$ cat config.mk
export PLATFORM = sky130hd
export DESIGN_NAME = id_ex_hazard_stage
export DESIGN_NICKNAME = d
export VERILOG_FILES = /design/src/rtl/id_ex_hazard_stage_pkg.sv /design/src/rtl/id_ex_hazard_stage_hazard_detect.sv /design/src/rtl/id_ex_hazard_stage.sv
export SDC_FILE = /design/constraint.sdc
export NUM_CORES = 1
export LEC_CHECK = 0
export ABC_AREA = 1
export CAP_MARGIN = 5
export CORE_ASPECT_RATIO = 1.2
export CORE_MARGIN = 2
export CORE_UTILIZATION = 44
export CTS_CLUSTER_SIZE = 30
export DETAILED_ROUTE_END_ITERATION = 10
export GPL_ROUTABILITY_DRIVEN = 0
export GPL_TIMING_DRIVEN = 0
export PLACE_DENSITY = 0.95
export SETUP_SLACK_MARGIN = 0.5
export SYNTH_ARGS = -nofsm -noshare
export SYNTH_HDL_FRONTEND = slang
export SYNTH_HIERARCHICAL = 1
export SYNTH_SLANG_ARGS = --single-unit
$ cat constraint.sdc
create_clock -name i_clock -period 2.9 [get_ports i_clock]
set_input_delay 0.29 -clock i_clock [delete_from_list [all_inputs] [get_ports i_clock]]
set_output_delay 0.29 -clock i_clock [all_outputs]
set_load 0.005 [all_outputs]
$ cat src/rtl/id_ex_hazard_stage_pkg.sv
// -----------------------------------------------------------------------------
// id_ex_hazard_stage_pkg
// Shared definitions for the ID/EX boundary stage:
//   - default control-bundle width and field offsets inside the bundle
//   - FSM state encoding for the stall sequencer
//   - clogb2 helper for sizing index and counter widths
// No ports (package).
// -----------------------------------------------------------------------------
package id_ex_hazard_stage_pkg;

    // Control bundle, MSB first:
    // RegDst | RegWrite | ALUSrc | ALUOp[1:0] | MemRead | MemWrite | MemtoReg | ALUCtrl[3:0]
    localparam int CANT_BITS_CTRL   = 12;
    localparam int CTRL_REGDST      = 11;
    localparam int CTRL_REGWRITE    = 10;
    localparam int CTRL_ALUSRC      = 9;
    localparam int CTRL_ALUOP_HI    = 8;
    localparam int CTRL_ALUOP_LO    = 7;
    localparam int CTRL_MEMREAD     = 6;
    localparam int CTRL_MEMWRITE    = 5;
    localparam int CTRL_MEMTOREG    = 4;
    localparam int CTRL_ALUCTRL_HI  = 3;
    localparam int CTRL_ALUCTRL_LO  = 0;

    typedef enum logic [0:0] {
        ST_RUN   = 1'b0,
        ST_STALL = 1'b1
    } stage_state_e;

    // Bits needed to hold values 0..value-1; never returns less than 1 so
    // it is always usable as a vector width.
    function automatic int clogb2(input int value);
        int result;
        int remaining;
        result    = 0;
        remaining = value - 1;
        while (remaining > 0) begin
            result    = result + 1;
            remaining = remaining >> 1;
        end
        if (result < 1) begin
            result = 1;
        end
        return result;
    endfunction

endpackage

$ cat src/rtl/id_ex_hazard_stage_hazard_detect.sv
// -----------------------------------------------------------------------------
// id_ex_hazard_stage_hazard_detect
// Purely combinational hazard check of the instruction in ID against the
// instruction in EX. Produces the number of bubbles the pair needs.
// Ports:
//   id_rs, id_rt       ID source register indices
//   id_uses_rt         ID instruction actually reads rt
//   id_is_branch       ID instruction resolves in ID (needs operands early)
//   ex_mem_read        EX instruction is a load
//   ex_reg_write       EX instruction writes a register
//   ex_reg_dst         EX destination register index
//   stall_need         bubbles required: 0, 1 or MAX_STALL
// -----------------------------------------------------------------------------
module id_ex_hazard_stage_hazard_detect #(
    parameter int RW        = 5,
    parameter int MAX_STALL = 2,
    parameter int KW        = 2
) (
    input  logic [RW-1:0] id_rs,
    input  logic [RW-1:0] id_rt,
    input  logic          id_uses_rt,
    input  logic          id_is_branch,
    input  logic          ex_mem_read,
    input  logic          ex_reg_write,
    input  logic [RW-1:0] ex_reg_dst,
    output logic [KW-1:0] stall_need
);

    localparam logic [KW-1:0] K_ZERO = {KW{1'b0}};
    localparam logic [KW-1:0] K_ONE  = KW'(1);
    localparam logic [KW-1:0] K_MAX  = KW'(MAX_STALL);
    localparam logic [RW-1:0] R_ZERO = {RW{1'b0}};

    logic hit_rs_s;
    logic hit_rt_s;
    logic hit_s;

    // Register match; $0 is hard-wired so it can never carry a dependency
    always_comb begin
        hit_rs_s = (ex_reg_dst == id_rs) && (id_rs != R_ZERO);
        hit_rt_s = id_uses_rt && (ex_reg_dst == id_rt) && (id_rt != R_ZERO);
        hit_s    = hit_rs_s || hit_rt_s;
    end

    // Bubble demand: a load feeding a branch needs the load to reach WB,
    // an ALU result feeding a branch needs one cycle to leave EX
    always_comb begin
        stall_need = K_ZERO;
        if (ex_mem_read && hit_s && id_is_branch) begin
            stall_need = K_MAX;
        end else if (ex_mem_read && hit_s) begin
            stall_need = K_ONE;
        end else if (ex_reg_write && hit_s && id_is_branch) begin
            stall_need = K_ONE;
        end else begin
            stall_need = K_ZERO;
        end
    end

endmodule

$ cat src/rtl/id_ex_hazard_stage.sv
// -----------------------------------------------------------------------------
// id_ex_hazard_stage
// ID/EX pipeline register with load-use / branch-operand hazard handling.
// A hazard inserts one or more bubbles (all-zero EX bundle) through a small
// RUN/STALL sequencer; taken branches flush IF/ID unless the stage stalls.
// A saturating counter reports how many bubbles were inserted.
// Ports:
//   i_clock, i_soft_reset       clock, synchronous active-high reset
//   i_enable_pipeline           global step enable; low freezes everything
//   i_id_rs/rt/rd, i_id_uses_rt, i_id_is_branch   ID register usage
//   i_id_data_A/B, i_id_imm, i_id_ctrl            ID payload
//   i_ex_mem_read, i_ex_reg_write, i_ex_reg_dst   instruction currently in EX
//   i_branch_taken              branch decision for the ID instruction
//   o_ex_*                      registered EX bundle (ctrl == 0 is a bubble)
//   o_stall, o_flush_if_id      combinational PC/IF-ID hold and IF/ID flush
//   o_bubble_count              saturating bubble count
// -----------------------------------------------------------------------------
module id_ex_hazard_stage #(
    parameter int CANT_REGISTROS      = 32,
    parameter int CANT_BITS_REGISTROS = 32,
    parameter int CANT_BITS_CTRL      = id_ex_hazard_stage_pkg::CANT_BITS_CTRL,
    parameter int MAX_STALL           = 2,
    parameter int CANT_BITS_CONTADOR  = 16,
    localparam int RW = id_ex_hazard_stage_pkg::clogb2(CANT_REGISTROS)
) (
    input  logic                           i_clock,
    input  logic                           i_soft_reset,
    input  logic                           i_enable_pipeline,
    input  logic [RW-1:0]                  i_id_rs,
    input  logic [RW-1:0]                  i_id_rt,
    input  logic [RW-1:0]                  i_id_rd,
    input  logic                           i_id_uses_rt,
    input  logic                           i_id_is_branch,
    input  logic [CANT_BITS_REGISTROS-1:0] i_id_data_A,
    input  logic [CANT_BITS_REGISTROS-1:0] i_id_data_B,
    input  logic [CANT_BITS_REGISTROS-1:0] i_id_imm,
    input  logic [CANT_BITS_CTRL-1:0]      i_id_ctrl,
    input  logic                           i_ex_mem_read,
    input  logic                           i_ex_reg_write,
    input  logic [RW-1:0]                  i_ex_reg_dst,
    input  logic                           i_branch_taken,
    output logic [RW-1:0]                  o_ex_rs,
    output logic [RW-1:0]                  o_ex_rt,
    output logic [RW-1:0]                  o_ex_rd,
    output logic [CANT_BITS_REGISTROS-1:0] o_ex_data_A,
    output logic [CANT_BITS_REGISTROS-1:0] o_ex_data_B,
    output logic [CANT_BITS_REGISTROS-1:0] o_ex_imm,
    output logic [CANT_BITS_CTRL-1:0]      o_ex_ctrl,
    output logic                           o_stall,
    output logic                           o_flush_if_id,
    output logic [CANT_BITS_CONTADOR-1:0]  o_bubble_count
);

    import id_ex_hazard_stage_pkg::*;

    localparam int KW = clogb2(MAX_STALL + 1);
    localparam int W  = CANT_BITS_REGISTROS;
    localparam int CW = CANT_BITS_CTRL;
    localparam int CB = CANT_BITS_CONTADOR;

    localparam logic [KW-1:0] K_ZERO  = {KW{1'b0}};
    localparam logic [KW-1:0] K_ONE   = KW'(1);
    localparam logic [CB-1:0] CNT_ONE = CB'(1);
    localparam logic [CB-1:0] CNT_MAX = {CB{1'b1}};

    stage_state_e      state_r;
    stage_state_e      next_state_s;
    logic [KW-1:0]     rem_r;
    logic [KW-1:0]     next_rem_s;
    logic [KW-1:0]     stall_need_s;
    logic              bubble_s;
    logic              load_s;
    logic              stall_s;
    logic              flush_s;

    logic [RW-1:0]     ex_rs_r;
    logic [RW-1:0]     ex_rt_r;
    logic [RW-1:0]     ex_rd_r;
    logic [W-1:0]      ex_data_a_r;
    logic [W-1:0]      ex_data_b_r;
    logic [W-1:0]      ex_imm_r;
    logic [CW-1:0]     ex_ctrl_r;
    logic [CB-1:0]     bubble_count_r;

    id_ex_hazard_stage_hazard_detect #(
        .RW        (RW),
        .MAX_STALL (MAX_STALL),
        .KW        (KW)
    ) u_hazard_detect (
        .id_rs        (i_id_rs),
        .id_rt        (i_id_rt),
        .id_uses_rt   (i_id_uses_rt),
        .id_is_branch (i_id_is_branch),
        .ex_mem_read  (i_ex_mem_read),
        .ex_reg_write (i_ex_reg_write),
        .ex_reg_dst   (i_ex_reg_dst),
        .stall_need   (stall_need_s)
    );

    // Stall sequencer: next state, bubble/load selection, stall and flush
    always_comb begin
        next_state_s = state_r;
        next_rem_s   = rem_r;
        bubble_s     = 1'b0;
        load_s       = 1'b0;
        stall_s      = 1'b0;
        if (i_enable_pipeline) begin
            case (state_r)
                ST_RUN: begin
                    if (stall_need_s == K_ZERO) begin
                        load_s = 1'b1;
                    end else begin
                        stall_s  = 1'b1;
                        bubble_s = 1'b1;
                        // The current bubble is the first one; the rest are
                        // owed by STALL without re-checking the hazard.
                        if (stall_need_s > K_ONE) begin
                            next_state_s = ST_STALL;
                            next_rem_s   = stall_need_s - K_ONE;
                        end else begin
                            next_state_s = ST_RUN;
                        end
                    end
                end
                ST_STALL: begin
                    stall_s    = 1'b1;
                    bubble_s   = 1'b1;
                    next_rem_s = rem_r - K_ONE;
                    if (rem_r == K_ONE) begin
                        next_state_s = ST_RUN;
                    end else begin
                        next_state_s = ST_STALL;
                    end
                end
                default: begin
                    next_state_s = ST_RUN;
                    next_rem_s   = K_ZERO;
                end
            endcase
        end else begin
            next_state_s = state_r;
        end
        // A stalled branch is re-decided once its operands are valid
        flush_s = i_branch_taken && !stall_s && i_enable_pipeline;
    end

    // Sequencer state, EX bundle and bubble counter
    always_ff @(posedge i_clock) begin
        if (i_soft_reset) begin
            state_r        <= ST_RUN;
            rem_r          <= K_ZERO;
            ex_rs_r        <= {RW{1'b0}};
            ex_rt_r        <= {RW{1'b0}};
            ex_rd_r        <= {RW{1'b0}};
            ex_data_a_r    <= {W{1'b0}};
            ex_data_b_r    <= {W{1'b0}};
            ex_imm_r       <= {W{1'b0}};
            ex_ctrl_r      <= {CW{1'b0}};
            bubble_count_r <= {CB{1'b0}};
        end else if (i_enable_pipeline) begin
            state_r <= next_state_s;
            rem_r   <= next_rem_s;
            if (bubble_s) begin
                ex_rs_r     <= {RW{1'b0}};
                ex_rt_r     <= {RW{1'b0}};
                ex_rd_r     <= {RW{1'b0}};
                ex_data_a_r <= {W{1'b0}};
                ex_data_b_r <= {W{1'b0}};
                ex_imm_r    <= {W{1'b0}};
                ex_ctrl_r   <= {CW{1'b0}};
                if (bubble_count_r != CNT_MAX) begin
                    bubble_count_r <= bubble_count_r + CNT_ONE;
                end
            end else if (load_s) begin
                ex_rs_r     <= i_id_rs;
                ex_rt_r     <= i_id_rt;
                ex_rd_r     <= i_id_rd;
                ex_data_a_r <= i_id_data_A;
                ex_data_b_r <= i_id_data_B;
                ex_imm_r    <= i_id_imm;
                ex_ctrl_r   <= i_id_ctrl;
            end
        end
    end

    assign o_ex_rs        = ex_rs_r;
    assign o_ex_rt        = ex_rt_r;
    assign o_ex_rd        = ex_rd_r;
    assign o_ex_data_A    = ex_data_a_r;
    assign o_ex_data_B    = ex_data_b_r;
    assign o_ex_imm       = ex_imm_r;
    assign o_ex_ctrl      = ex_ctrl_r;
    assign o_stall        = stall_s;
    assign o_flush_if_id  = flush_s;
    assign o_bubble_count = bubble_count_r;

endmodule

==> key figures <==
Power
  • VDD IR max: around 440 uV
  • Internal power contribution: 3.98 mW
  • Part of the power in registers: 0.406
  • Power Density: ~540 nW/um^2
  • Psw: approximately 1.2 mW
  • Sw frac: 0.231
  • Gate power share: 0.137
  • Clk pwr share: 0.456
  • Cell leakage power: between 3 and 4 nW

Critical path
  • R2R Path End: o_ex_data_B[0]$_SDFFE_PP0P_
  • Max FO, Critical Path: 7
  • Crit Path Class: in2out
  • Reg2reg start: state_r$_SDFFE_PP0P_
  • Type of origin of the critical path: primary input
  • Crit path from: i_ex_reg_dst[3]
  • R2R Setup Slk: ~1.3 ns
  • Critical path destination: o_flush_if_id
  • Worst endpoint required time: between 2 and 3 ns
  • R2R depth: 9
  • CP arrival: between 2 and 2.5 ns
  • CP Capture Type: output pin

Timing
  • Rel. slew slack: 0.641
  • Final Max Slew Viols: 0
  • Tightest Pin Transition: roughly 0.54 ns
  • Fmax: approximately 420 MHz
  • Min cycle time layout: ~2.4 ns
  • Fin crit share: 0.813
  • Hold Violations, Final: 0
  • Setup violators final: 0
  • WHS: 0.216 ns
  • RSZ-0062 raised after global routing: no
  • Clk_skew: between 0.005 and 0.006 ns

Route
  • Vias per inst: between 5 and 6
  • DR WL/cell: between 15 and 20 um
  • Initial DRC Count: 420
  • DRC errors left: 0
  • Vias: approximately 6700
  • Antenna-violating nets left: 0
  • Routed WL: 20.3 mm
  • DR pass1 iterations: 5

Clock network
  • # hold bufs at CTS: 0
  • Cts bufs inserted: 17
  • H-tree levels: 4
  • CTS Sinks: around 140
  • Clock root cell: clkbuf_16
  • Worst-skew pair later-pin latency: roughly 0.42 ns
  • Clk slew on worst S/H paths: 0.06 ns
  • TritonCTS clock tree: yes
  • Max Root-Sink Buffers: 2

Floorplan
  • Total die area: between 10000 and 15000 um^2
  • Die Span Y: ~130 um
  • Die Wd: 109 um
  • Initial Utilization: 0.445
  • Std-Cell Rows: 46
  • Core Region: between 10000 and 15000 um^2
  • IO Count: between 200 and 300

Synthesis
  • Ys Warns: 6
  • Post-synthesis cell area: roughly 5800 um^2
  • Syn Inst Count: ~780
  • Synth Area per Inst: about 7.4 um^2
  • Number of synthesized register bits: around 140
  • Sequential area share after synthesis: 0.489
  • Net count after synthesis: 921
  • Yosys cell types: 28

Final layout
  • Area growth, synth to finish: 63.5%
  • Most frequent cells in the layout: clkdlybuf4s50_1 (257), nand2_1 (189), dfxtp_1 (142)
  • Area of the multi-input gates: ~2600 um^2
  • Filler cells: 938
  • Commonest non-fill, non-tap cell in the layout: clkdlybuf4s50_1
  • Inserted Diodes: 0
  • Layout cells sized above 1: 0.0867
  • Nets: between 1000 and 1500
  • FF+latch area: 2840 um^2
  • Core Util, Final: 0.728

GRT
  • Largest net degree at the start of global routing: 17
  • Total GRT Usage: 0.269
  • Vias in the first global route: slightly above 6000
  • GR Overflow Total: 0
  • Initial antenna violation count: 0
  • First-pass GRT wire length: ~30 mm

Min path
  • Hold Path Stages: 3
  • Class of the worst hold path: in2reg

Placement
  • Buffers on Ports: between 200 and 300
  • Hpwl dp: about 14 mm

Run status
  • Run status: complete, no violations

Run
  • Max-cap violation count: 0
## sequential cells by signal, summed over array words and instances, names as in the netlist
name	cells
o_ex_data_A	32
o_ex_imm	32
state_r	1
o_ex_rd	5
o_ex_rs	5
rem_r	2
o_ex_ctrl	12
o_ex_data_B	32
o_ex_rt	5
o_bubble_count	16
## through the flow
step	std cells	worst slack [ns]	instance area (um^2)	TNS (ns)	power [mW]
after global placement	1223	-0.232	8770	-0.232	2.82
final	1264	0.541	9510	0	5.17
after detailed placement	1223	-0.327	8770	-0.381	2.84
after CTS	1260	0.505	9450	0	5.19
after floorplan	781	1.02	5820	0	2.38
after global routing	1264	0.423	9510	0	5.34
## critical path: stages
cell,delay [ns]
clkdlybuf4s15_1,0.29
inv_2,0.06
nand2_1,0.08
nand2_1,0.07
nor2_1,0.11
nand4_1,0.11
nand2_2,0.12
nand3_1,0.10
nand2_2,0.09
inv_2,0.06
ha_4,0.16
nand2_4,0.09
nand2_8,0.06
buf_8,0.13
nand2_1,0.05
nor2_1,0.04
buf_2,0.15
## area by class of cell
type	count	share of cell area
sequential	142	0.299
inverter	28	0.0113
clock buffer	24	0.0549
multi-input combinational	554	0.274
clock inverter	8	0.0132
timing repair buffer	283	0.293
buffer	57	0.0325
tap	168	0.0221
## how the worst min path moves through the flow
stage / from / end / slack (ns)
after floorplan: i_id_ctrl[10] / o_ex_ctrl[10]$_SDFFE_PP0P_ / 0.45
after CTS: i_id_rt[0] / o_ex_rt[0]$_SDFFE_PP0P_ / 0.29
after detailed placement: o_ex_data_B[21]$_SDFFE_PP0P_ / o_ex_data_B[21]$_SDFFE_PP0P_ / 0.45
final: i_id_rs[4] / o_ex_rs[4]$_SDFFE_PP0P_ / 0.22
after global routing: i_id_rs[4] / o_ex_rs[4]$_SDFFE_PP0P_ / 0.20
after global placement: o_ex_data_B[21]$_SDFFE_PP0P_ / o_ex_data_B[21]$_SDFFE_PP0P_ / 0.45
## routing by layer
metal,GRT usage,up-vias,wire length [um]
li1,-,3196,-
met2,0.490,311,10400
met3,0.0919,67,1580
met5,0,-,0
met4,0.116,0,759
met1,0.278,3103,7520
## Yosys cell counts
cell type | n | area share
a21oi_1 | 135 | 0.12
nor3_1 | 1 | 0.00086
buf_6 | 8 | 0.015
nand2_2 | 3 | 0.0032
nor2_4 | 1 | 0.0019
buf_1 | 7 | 0.0045
a21oi_4 | 1 | 0.0028
nand3_2 | 2 | 0.0034
a31oi_1 | 1 | 0.0011
nor2_1 | 56 | 0.036
clkbuf_1 | 24 | 0.015
o21ai_1 | 1 | 0.00086
nand2_4 | 1 | 0.0019
ha_1 | 4 | 0.0086
buf_2 | 17 | 0.015
dfxtp_1 | 142 | 0.49
o21ai_0 | 3 | 0.0026
nand2_1 | 191 | 0.12
clkinv_1 | 1 | 0.00064
buf_4 | 1 | 0.0013
nand4_2 | 1 | 0.0022
nor2_2 | 7 | 0.0075
inv_4 | 1 | 0.0011
nand3_1 | 139 | 0.12
inv_1 | 22 | 0.014
inv_2 | 4 | 0.0026
xor2_1 | 4 | 0.0060
nand4_1 | 3 | 0.0032
## logic make-up (layout without fill, tap and decap cells)
family	Yosys count	after routing	synth area share
compound gates	141	141	0.123
flops	142	142	0.489
fa+ha+maj	4	4	0.00860
buf+inv	85	400	0.0699
xor+xnor	4	4	0.00602
simple gates	405	405	0.303
## power groups by stage
stage          clock, mW  sequential (mW)  combinational (mW)
2_1_floorplan          0             2.15               0.234
3_3_place_gp           0             2.14               0.684
3_5_place_dp           0             2.14               0.698
4_1_cts             2.38             2.10               0.704
5_1_grt             2.47             2.11               0.765
6_report            2.36             2.10               0.711
## what timing repair did
action | 4_1_cts | 5_1_grt
buffers inserted | 5 | 4
gates cloned | 0 | 0
setup endpoints to repair | 2 | 2
endpoints found under the hold margin | 0 | 0
resized for setup | 25 | 9
pin swaps | 7 | 8
Power figures use the tool's default switching activity.
==> patch 1, RTL diff (same settings) <==
Register the output `o_bubble_count` once more, without a reset; this adds one clock of latency there. The other outputs are not delayed to match.
--- a/src/rtl/id_ex_hazard_stage.sv
+++ b/src/rtl/id_ex_hazard_stage.sv
@@ -192,7 +192,9 @@
     assign o_ex_ctrl      = ex_ctrl_r;
     assign o_stall        = stall_s;
     assign o_flush_if_id  = flush_s;
-    assign o_bubble_count = bubble_count_r;
+    always_ff @(posedge i_clock) begin
+        o_bubble_count <= bubble_count_r;
+    end
 
 endmodule
 
Check against the original RTL: not equivalent (Yosys sat finds a counterexample within 4 cycles, from zero or initial values and one cycle with i_soft_reset high).
==> patch 1 against the original RTL <==
- area after synthesis grew 7.3%
- critical path type is now in -> reg
- register-to-register slack lost 350 ps
- critical endpoint is now bubble_count_r[4]$_SDFFE_PP0P_
- total power grew 0.31%
- first-iteration DRC count grew 33%
- final area grew 3.6%
- sequential share of layout area grew 2.2 points
- routed wire length grew 1.5%
- sequential cell count grew 16
- setup slack gained 120 ps
- largest cell class is now sequential cells
==> patch 1: results (changes against the original RTL) <==
* Status: completed
* FILL cells at 996 (+6.2%)
* First-pass GRT wire length at 31,250 um (+5.6%)
* Routed wl met3 at 1561 um (-1.1%)
* Power Clock at 2.15 mW (-8.9%)
* Reg2Reg Capture Point: bubble_count_r[4]$_SDFFE_PP0P_
* Hold path startpoint: i_id_rt[4]
* Internal power at 3.970 mW (-0.26%)
* Delay-heaviest family, CP: buffers and inverters
* Leak pwr at 3.888 nW (+5.9%)
* Post-Synth XOR/XNOR Area at 0.005612 (-0.0004105)
* Top post-synthesis cells by count: sky130_fd_sc_hd__nand2_1, sky130_fd_sc_hd__dfxtp_1, sky130_fd_sc_hd__nand3_1, sky130_fd_sc_hd__a21oi_1, sky130_fd_sc_hd__nor2_1
* Met2 wirelength from detailed routing at 10,630 um (+1.9%)
* Vias in the first global route at 6,455 (+5.5%)
* Peak supply drop at 0.4592 mV (+5.0%)
* Endpoint arrival time on the critical path at 2560 ps (+490 ps)
* Number of gates resized after cts at 33 (+32%)
* Synth top area cells: sky130_fd_sc_hd__dfxtp_1, sky130_fd_sc_hd__nand2_1, sky130_fd_sc_hd__nand3_1
* Peak per-stage delay on the critical path at 530 ps (+240 ps)
* Slew margin rel. at 0.6379 (-0.002904)
* Max FO, Critical Path at 3 (-4)
* Number of cells produced by synthesis at 796 (+1.9%)
* Cells on worst reg2reg path at 15 (+6)
* Ratio of cells with drive above 1 in the final layout at 0.1176 (+0.03092)
* Post-route total power at 5.191 mW (+0.31%)
* Post-place instance area at 9199 sq um (+4.9%)
* Register area share after synthesis at 0.5067 (+0.01801)
* Overall routed net length at 20,610 um (+1.5%)
* Synth Area in Adders at 0.008018 (-0.0005864)
* Worst setup timing slack at the placement stage at -416.7 ps (-89.52 ps)
* Hold Crit Endpoint: o_ex_rt[4]$_SDFFE_PP0P_
* Fraction of met1 tracks used by global routing at 0.2701 (-0.008105)
* HPWL reported at the end of detailed placement at 14,990 um (+4.3%)
* Clock Skews at 8.769 ps (+2.898 ps)
* Sequential Power Share at 0.447 (+0.041)
* Met2 Resource Use GR at 0.4697 (-0.01986)
* Met1 layer wirelength in the final routing at 7511 um (-0.17%)
* Hold WS at 129.8 ps (-86.59 ps)
-- patch 1: cell type report --
class                           count  area, sq um  share of cell area
Multi-Input combinational cell    551         2651              0.2691
Timing Repair Buffer              288         2778              0.2819
Clock inverter                     10        116.4             0.01181
Buffer                             58        370.4             0.03759
Inverter                           29        113.9             0.01156
Tap cell                          171        214.0             0.02171
Sequential cell                   158         3163              0.3210
Clock buffer                       20        446.7             0.04533
-- patch 1: how the worst max path moves through the flow --
| stage | from | end | slack [ps] |
|---|---|---|---|
| final | i_ex_mem_read | bubble_count_r[4]$_SDFFE_PP0P_ | 660 |
| after CTS | i_id_rs[1] | o_flush_if_id | 510 |
| after global placement | i_ex_reg_dst[3] | o_flush_if_id | -360 |
| after global routing | i_id_rt[3] | bubble_count_r[4]$_SDFFE_PP0P_ | 490 |
| after detailed placement | i_ex_reg_dst[3] | o_flush_if_id | -420 |
| after floorplan | i_id_rs[1] | o_flush_if_id | 950 |
==> patch 2, RTL diff (same settings) <==
Made on the original files. `MAX_STALL` is set to 2 in 2 places; all go to 4.
--- a/src/rtl/id_ex_hazard_stage_hazard_detect.sv
+++ b/src/rtl/id_ex_hazard_stage_hazard_detect.sv
@@ -13,7 +13,7 @@
 // -----------------------------------------------------------------------------
 module id_ex_hazard_stage_hazard_detect #(
     parameter int RW        = 5,
-    parameter int MAX_STALL = 2,
+    parameter int MAX_STALL = 4,
     parameter int KW        = 2
 ) (
     input  logic [RW-1:0] id_rs,
--- a/src/rtl/id_ex_hazard_stage.sv
+++ b/src/rtl/id_ex_hazard_stage.sv
@@ -19,7 +19,7 @@
     parameter int CANT_REGISTROS      = 32,
     parameter int CANT_BITS_REGISTROS = 32,
     parameter int CANT_BITS_CTRL      = id_ex_hazard_stage_pkg::CANT_BITS_CTRL,
-    parameter int MAX_STALL           = 2,
+    parameter int MAX_STALL           = 4,
     parameter int CANT_BITS_CONTADOR  = 16,
     localparam int RW = id_ex_hazard_stage_pkg::clogb2(CANT_REGISTROS)
 ) (
Check against the original RTL: not equivalent (Yosys sat finds a counterexample within 4 cycles, from zero or initial values and one cycle with i_soft_reset high).
==> patch 2 against the original RTL <==
- count of clock-buffer cells in the layout stayed put
- routed wire length up 5.8%
- setup slack improved by 49 ps
- total power increased by 5.7%
- sequential cell count is 1 higher
- clock skew increased by 4.5 ps
- area after synthesis is 10% higher
- first-iteration DRC count rose by 1.4%
- largest cell class unchanged
- final cell count increased by 1.3%
- final area rose by 6.6%
- largest power group unchanged
==> patch 2: results (changes against the original RTL) <==
* Bufs w/o clock at 336 (-1.2%)
* Register area share after synthesis at 0.4466 (-0.04209)
* Post-Syn Nets at 936 (+1.6%)
* Routed wl met3 at 1566 um (-0.82%)
* Combinational group share of total power at 0.155 (+0.018)
* Met2 Resource Use GR at 0.4891 (-0.0004998)
* Post-place instance area at 9382 sq um (+7.0%)
* Hold Crit Endpoint: o_ex_rt[4]$_SDFFE_PP0P_
* FILL cells at 1,048 (+12%)
* Total number of nets in the final design at 1,233 (+0.82%)
* Number of input and output port buffers inserted at 275 (+0.36%)
* Startpoint of the worst register-to-register path: o_bubble_count[0]$_SDFFE_PP0P_
* Reg2Reg Capture Point: o_bubble_count[2]$_SDFFE_PP0P_
* Sequential Power Share at 0.387 (-0.019)
* Hold path startpoint: i_id_rt[4]
* Sequential cell area in the final layout at 2863 sq um (+0.70%)
* Synth top area cells: sky130_fd_sc_hd__dfxtp_1, sky130_fd_sc_hd__nand2_1, sky130_fd_sc_hd__nand3_1
* Proportion of cell area occupied by multi-input gates at 0.3075 (+0.03372)
* All-Layer GR Usage at 0.2726 (+0.003514)
* Internal power at 4.189 mW (+5.3%)
* Endpoint arrival time on the critical path at 2020 ps (-50 ps)
* Met2 wirelength from detailed routing at 11,100 um (+6.4%)
* Number of DRC markers in iteration 0 at 426 (+1.4%)
* Met1 layer wirelength in the final routing at 8121 um (+7.9%)
* HPWL reported at the end of detailed placement at 15,430 um (+7.4%)
* Peak supply drop at 0.4187 mV (-4.2%)
* Fraction of met1 tracks used by global routing at 0.2952 (+0.01696)
* Logic inverters at 31 (+11%)
* Met3 usage at 0.08337 (-0.008538)
* Setup slack of the worst register-to-register path at 1240 ps (-40 ps)
* Clock buf/inv share at 0.06761 (-0.0003959)
* Actual slew at the worst max-slew pin at 712.6 ps (+173.8 ps)
* Finished Layout Cells at 1,280 (+1.3%)
* Clock Skews at 10.33 ps (+4.456 ps)
* Number of placed instances with taps included at 1,245 (+1.8%)
* First-pass GRT wire length at 33,060 um (+12%)
* Leak pwr at 3.802 nW (+3.6%)
* Vias per Instance at 5.225 (-1.1%)
* Max FO, Critical Path at 6 (-1)
* Count of buffers added by post-CTS timing repair for setup at 2 (-3)
* Routed length per instance at 16.78 um (+4.5%)
* Top post-synthesis cells by count: sky130_fd_sc_hd__nand2_1, sky130_fd_sc_hd__dfxtp_1, sky130_fd_sc_hd__nand3_1, sky130_fd_sc_hd__a21oi_1, sky130_fd_sc_hd__nand3_2
* Status: completed
## patch 2: changes by cell type in the layout (fill, tap and decap cells not counted), moves of 4 or more
cell,unedited run,this run
sky130_fd_sc_hd__buf_6,8,3
sky130_fd_sc_hd__a21oi_1,135,100
sky130_fd_sc_hd__o21ai_1,1,6
sky130_fd_sc_hd__a21oi_2,0,40
sky130_fd_sc_hd__nor2_1,56,37
sky130_fd_sc_hd__nand3_2,3,43
sky130_fd_sc_hd__dlymetal6s2s_1,1,7
sky130_fd_sc_hd__inv_1,20,24
sky130_fd_sc_hd__buf_12,0,5
sky130_fd_sc_hd__nand3_1,138,100
sky130_fd_sc_hd__buf_4,10,5
## patch 2: logic make-up after synthesis
logic type / Yosys count / share of synthesized area
AOI/OAI and AO/OA: 150 / 0.1441
xor gates and xnor gates: 7 / 0.009565
adders and majority gates: 5 / 0.009760
buffers and inverters: 89 / 0.07339
DFF: 143 / 0.4466
muxes: 1 / 0.001562
other: 1 / 0.0005850
and+or+nand+nor: 399 / 0.3145
